## src/rtl/onehot_pkg.sv

```systemverilog
// Shared types and helpers for the one-hot key capture block.
// Holds the FSM state encoding and the one-hot test/priority helpers.
// Helpers operate on MAX_W-bit vectors; callers zero-extend narrower buses.
package onehot_pkg;

    // Widest key bus the helper functions handle.
    localparam int MAX_W = 64;

    // State encoding of the capture FSM.
    localparam logic [1:0] IDLE    = 2'd0;
    localparam logic [1:0] SETTLE  = 2'd1;
    localparam logic [1:0] HOLD    = 2'd2;
    localparam logic [1:0] RELEASE = 2'd3;

    typedef enum logic [1:0] {
        S_IDLE    = IDLE,
        S_SETTLE  = SETTLE,
        S_HOLD    = HOLD,
        S_RELEASE = RELEASE
    } state_e;

    // True when exactly one bit of v is set.
    function automatic logic is_onehot(input logic [MAX_W-1:0] v);
        return (v != '0) && ((v & (v - MAX_W'(1))) == '0);
    endfunction

    // Isolates the lowest-index set bit of v (zero stays zero).
    function automatic logic [MAX_W-1:0] lowest_bit(input logic [MAX_W-1:0] v);
        return v & (~v + MAX_W'(1));
    endfunction

endpackage

```

## src/rtl/sync_2ff.sv

```systemverilog
// Two-flop synchronizer for a bus of independent asynchronous lines.
// Latency: 2 clk_i cycles from input sample to q_o.
// No backpressure; bits are synchronized independently (no bus coherence).
module sync_2ff #(
    parameter int WIDTH_P = 10
) (
    input  logic               clk_i,
    input  logic               rst_ni,
    input  logic [WIDTH_P-1:0] d_i,
    output logic [WIDTH_P-1:0] q_o
);

    logic [WIDTH_P-1:0] meta_q;
    logic [WIDTH_P-1:0] sync_q;

    // Both stages clear asynchronously so no stale key survives reset.
    always_ff @(posedge clk_i or negedge rst_ni) begin
        if (!rst_ni) begin
            meta_q <= '0;
            sync_q <= '0;
        end else begin
            meta_q <= d_i;
            sync_q <= meta_q;
        end
    end

    assign q_o = sync_q;

endmodule

```

## src/rtl/onehot_capture.sv

```systemverilog
// Debounces raw key lines and captures a single pressed key as a one-hot code.
// Latency: press accepted DEBOUNCE_CYCLES_P+3 edges after keys settle; release likewise.
// No backpressure: valid_o is a one-cycle pulse, downstream must take it when seen.
// Optional ONEHOT_CAPTURE_PRIORITY_EN: multi-key presses resolve to the lowest-index
// key (flagged on multi_o) instead of being rejected.
module onehot_capture
    import onehot_pkg::*;
#(
    parameter int WIDTH_P           = 10,   // at most MAX_W
    parameter int DEBOUNCE_CYCLES_P = 16    // 2 or more
) (
    input  logic               clk_i,
    input  logic               rst_ni,
    input  logic [WIDTH_P-1:0] keys_i,
    output logic [WIDTH_P-1:0] one_hot_o,
    output logic               valid_o,
    output logic               held_o,
    output logic               multi_o
);

    localparam int              CNT_W   = $clog2(DEBOUNCE_CYCLES_P);
    localparam logic [CNT_W-1:0] CNT_MAX = CNT_W'(DEBOUNCE_CYCLES_P - 1);

    logic [WIDTH_P-1:0] sync_w;
    logic               sync_nz_w;
    logic               cand_onehot_w;

    state_e             state_q;
    logic [WIDTH_P-1:0] cand_q;
    logic [CNT_W-1:0]   cnt_q;
    logic [WIDTH_P-1:0] one_hot_q;
    logic               valid_q;
    logic               held_q;
    logic               multi_q;

    sync_2ff #(
        .WIDTH_P (WIDTH_P)
    ) u_sync (
        .clk_i  (clk_i),
        .rst_ni (rst_ni),
        .d_i    (keys_i),
        .q_o    (sync_w)
    );

    assign sync_nz_w     = |sync_w;
    assign cand_onehot_w = is_onehot(MAX_W'(cand_q));

    // Capture FSM: every output is registered here; held_q always tracks |one_hot_q.
    always_ff @(posedge clk_i or negedge rst_ni) begin
        if (!rst_ni) begin
            state_q   <= S_IDLE;
            cand_q    <= '0;
            cnt_q     <= '0;
            one_hot_q <= '0;
            valid_q   <= 1'b0;
            held_q    <= 1'b0;
            multi_q   <= 1'b0;
        end else begin
            valid_q <= 1'b0;
            unique case (state_q)
                S_IDLE: begin
                    if (sync_nz_w) begin
                        cand_q  <= sync_w;
                        cnt_q   <= '0;
                        state_q <= S_SETTLE;
                    end
                end

                S_SETTLE: begin
                    if (!sync_nz_w) begin
                        // Key let go before it was stable: a glitch, drop it.
                        state_q <= S_IDLE;
                    end else if (sync_w != cand_q) begin
                        // Pattern changed: restart the stability timer on the new one.
                        cand_q <= sync_w;
                        cnt_q  <= '0;
                    end else if (cnt_q != CNT_MAX) begin
                        cnt_q <= cnt_q + CNT_W'(1);
                    end else if (cand_onehot_w) begin
                        one_hot_q <= cand_q;
                        held_q    <= 1'b1;
                        valid_q   <= 1'b1;
                        state_q   <= S_HOLD;
                    end else begin
`ifdef ONEHOT_CAPTURE_PRIORITY_EN
                        // Several keys stable together: lowest index wins.
                        one_hot_q <= WIDTH_P'(lowest_bit(MAX_W'(cand_q)));
                        held_q    <= 1'b1;
                        valid_q   <= 1'b1;
                        multi_q   <= 1'b1;
                        state_q   <= S_HOLD;
`else
                        // Several keys stable together: reject, wait for full release.
                        multi_q <= 1'b1;
                        state_q <= S_RELEASE;
`endif
                    end
                end

                S_HOLD: begin
                    // Code stays frozen; only an all-keys-up starts the release timer.
                    if (!sync_nz_w) begin
                        cnt_q   <= '0;
                        state_q <= S_RELEASE;
                    end
                end

                S_RELEASE: begin
                    if (sync_nz_w) begin
                        cnt_q <= '0;
                    end else if (cnt_q != CNT_MAX) begin
                        cnt_q <= cnt_q + CNT_W'(1);
                    end else begin
                        one_hot_q <= '0;
                        held_q    <= 1'b0;
                        multi_q   <= 1'b0;
                        state_q   <= S_IDLE;
                    end
                end

                default: begin
                    state_q <= S_IDLE;
                end
            endcase
        end
    end

    assign one_hot_o = one_hot_q;
    assign valid_o   = valid_q;
    assign held_o    = held_q;
    assign multi_o   = multi_q;

endmodule

```

## config.mk

```make
export PLATFORM = sky130hd
export DESIGN_NAME = onehot_capture
export DESIGN_NICKNAME = d
export VERILOG_FILES = /design/src/rtl/onehot_pkg.sv /design/src/rtl/sync_2ff.sv /design/src/rtl/onehot_capture.sv
export SDC_FILE = /design/constraint.sdc
export NUM_CORES = 1
export LEC_CHECK = 0
export CAP_MARGIN = 30
export CORE_UTILIZATION = 50
export DETAILED_ROUTE_END_ITERATION = 8
export PLACE_DENSITY = 0.79
export SLEW_MARGIN = 40
export SYNTH_ARGS = -nofsm -noshare
export SYNTH_HDL_FRONTEND = slang
export SYNTH_HIERARCHICAL = 1
export SYNTH_SLANG_ARGS = --single-unit
export TNS_END_PERCENT = 20
```

## constraint.sdc

```tcl
create_clock -name clk_i -period 1.6 [get_ports clk_i]
set_input_delay 0.4 -clock clk_i [delete_from_list [all_inputs] [get_ports clk_i]]
set_output_delay 0.4 -clock clk_i [all_outputs]
set_load 0.05 [all_outputs]
```

==> impl_metrics.env <==
export IMPL_netlist_area_um2=2380
export IMPL_die_h_um=71.1
export IMPL_crit_path_end_kind="flop"
export IMPL_yosysMostFrequentCell="dfrtp_1"
export IMPL_ys_types=48
export IMPL_drv_slew=0
export IMPL_grtUsageTotal_pct=21.9
export IMPL_ir_drop_v=0.000673
export IMPL_fillers=296
export IMPL_first_pass_iters=6
export IMPL_setup_ws_ns=-0.349
export IMPL_max_cap_viol_count=0
export IMPL_synthFlopType="dfrtp_1"
export IMPL_path_clk_slew_ns=0.10
export IMPL_die_area_um2=5050
export IMPL_synth_top_area_cell="dfrtp_1"
export IMPL_coreArea_um2=4470
export IMPL_hold_viol_final=0
export IMPL_dieWidth_um=71.1
export IMPL_vias=1916
export IMPL_synthTopCellsByArea="dfrtp_1, o211ai_2, mux2_1, nand4_1, xnor2_1"
export IMPL_dpl_hpwl_um=3770
export IMPL_rsz0062_at_grt="yes"
export IMPL_cts_path_max_buffers=2
export IMPL_cts_tree="yes"
export IMPL_cp_data_arrival_time_ns=2.14
export IMPL_place_congestion=0.830
export IMPL_tightestPinTransition_ns=0.555
export IMPL_rrSetupSlack_ns=-0.35
export IMPL_seqCellArea_um2=1230
export IMPL_fin_crit_ns=1.95
export IMPL_cp_required_ns=1.79
export IMPL_numCtsBuffers=5
export IMPL_total_power_mw=2.31
export IMPL_cp_slowest_cell="o41a_1"
export IMPL_slowest_delay_ns=0.47
export IMPL_p_per_area_nw_per_um2=687
export IMPL_viasPerCell=5.91
export IMPL_area_growth_pct=41.3
export IMPL_start_util_pct=53.3
export IMPL_drive_gt1_share_pct=42.6
export IMPL_setup_viol=29
export IMPL_reg2reg_to="one_hot_o[9]$_DFFE_PN0P_"
export IMPL_synthTopCellsByCount="dfrtp_1, nand4_1, nand3_1, o21ai_0"
export IMPL_grt_pass1_wl_um=8510
export IMPL_root_buffer="clkbuf_8"
export IMPL_wl_per_cell_um=16.4
export IMPL_grt_pass1_vias=1863
export IMPL_grt_ovfl_total=0
export IMPL_multi_input_area_um2=1190
export IMPL_ys_ff_latch=49
export IMPL_port_buffers=24
export IMPL_critPathKind="reg -> reg"
export IMPL_p_leak_nw=1.53
export IMPL_slew_headroom_pct=62.8
export IMPL_synthCells=207
export IMPL_grt_max_degree=33
export IMPL_cp_cell_sequence="xor2_1 -> or3_1 -> o41a_1 -> buf_6 -> o21ai_1 -> nand3_1"
export IMPL_fin_util_pct=75.3
export IMPL_fin_skew_ns=0.00754
export IMPL_ff2ff_path_depth=6
export IMPL_synthesis_nets=220
export IMPL_r2r_start="cand_q[0]$_DFFE_PN0P_"
export IMPL_synth_seq_area_share_pct=51.4
export IMPL_wl_um=5300
export IMPL_post_route_drc_count=0
export IMPL_fmax_ghz=0.513
export IMPL_placementRows=24
export IMPL_crit_path_max_fanout=6
export IMPL_cts_sinks=49
export IMPL_async_reset_ff_share_pct=100
export IMPL_diodes=0
export IMPL_hp_class="in -> async"
export IMPL_placed_cells=310
export IMPL_place_ws_ns=-0.363
export IMPL_synth_top_area_share_pct=51.4
export IMPL_nets=284
export IMPL_avgSynthCellArea_um2=11.5
export IMPL_final_cells=324
export IMPL_synth_edf_count=0
export IMPL_worst_setup_path_start_kind="flop"
export IMPL_violations="negative setup slack"
export IMPL_postRouteAntennaNets=0
export IMPL_fin_crit_sh_pct=122
export IMPL_drtIter0Drc=77
export IMPL_yosys_warnings=6
export IMPL_cts_max_level=2
export IMPL_tns_ns=-7.30
export IMPL_status="finished with violations"
export IMPL_insertion_delay_ns=0.31
export IMPL_antenna_found_initial=0
export IMPL_io_pins=25
==> where the power goes <==
part | switching (mW) | internal [mW]
clock | 0.424 | 0.359
combinational | 0.0993 | 0.116
sequential | 0.0396 | 1.28
total | 0.563 | 1.75
==> worst max-delay path by stage <==
| stage | endpoint | slack, ns | from |
|---|---|---|---|
| final | one_hot_o[9]$_DFFE_PN0P_ | -0.35 | cand_q[0]$_DFFE_PN0P_ |
| after floorplan | held_o$_DFFE_PN0P_ | -0.12 | cand_q[7]$_DFFE_PN0P_ |
| after global routing | one_hot_o[9]$_DFFE_PN0P_ | -0.39 | cand_q[0]$_DFFE_PN0P_ |
| after detailed placement | one_hot_o[0]$_DFFE_PN0P_ | -0.36 | u_sync/q_o[8]$_DFF_PN0_ |
| after global placement | one_hot_o[6]$_DFFE_PN0P_ | -0.27 | u_sync/q_o[8]$_DFF_PN0_ |
| after CTS | one_hot_o[7]$_DFFE_PN0P_ | -0.24 | cand_q[7]$_DFFE_PN0P_ |
==> routing by layer <==
| metal | vias up | share of wire [%] | track usage (%) |
|---|---|---|---|
| met1 | 936 | 45 | 27.7 |
| met5 | - | 0 | 0 |
| li1 | 913 | - | - |
| met4 | 0 | 2.2 | 10.0 |
| met2 | 53 | 50 | 37.1 |
| met3 | 14 | 2.8 | 3.42 |
==> state kept, by name (all words and copies together) (netlist names), named ones only <==
signal	count
u_sync/meta_q	10
one_hot_o	10
cand_q	10
held_o	1
cnt_q	4
valid_o	1
state_q	1
multi_o	1
u_sync/q_o	10
==> worst max-delay path, delay by kind of cell, from the launching register on <==
kind	cells	cell delay, ns
and+or+nand+nor	2	0.45
AOI/OAI and AO/OA	2	0.60
DFF	1	0.42
xor gates and xnor gates	1	0.18
buffers and inverters	1	0.18
==> repair_timing <==
action                     in CTS  in global routing
hold buffers                    0                  0
setup endpoints to repair      29                 29
cloned                          0                  2
resized for setup              15                 29
pin swaps                       9                  5
buffers inserted                2                  2
==> kinds of logic after synthesis <==
group                      after synthesis  share of synthesized area [%]
and+or+nand+nor                         70                           18.2
adders and majority gates                3                           1.36
xor gates and xnor gates                12                           4.41
muxes                                   11                           5.14
DFF                                     49                           51.4
buffers and inverters                   15                           3.52
AOI/OAI and AO/OA                       47                           15.9
==> layout by cell type (no fill, tap or decap), types with 3 or more instances in the layout <==
master,n
buf_12,16
dfrtp_2,4
xnor2_1,7
nor2_1,11
a211oi_1,4
buf_4,38
clkbuf_8,6
and3_1,11
mux2_4,8
or3_1,3
buf_6,4
clkdlybuf4s50_1,10
o21ai_1,5
nand3_1,13
dfrtp_1,45
xor2_1,4
o21ai_2,7
nand4_1,14
o211ai_2,10
==> metrics by stage <==
stage	hold slack [ns]	cell area, um2
5_1_grt	0.0550	3370
4_1_cts	0.0332	3240
3_5_place_dp	0.335	3080
3_3_place_gp	0.332	3080
2_1_floorplan	0.104	2390
6_report	0.0184	3370
==> layout make-up <==
cell class / count / area share (%)
clock buffers: 6 / 2.45
inverters: 2 / 0.223
well taps: 52 / 1.93
repair buffers: 70 / 23.2
flip-flops and latches: 49 / 36.5
clock inverters: 2 / 0.520
multi-input cells: 143 / 35.2
Note: power is estimated with default switching activity, not from simulation.
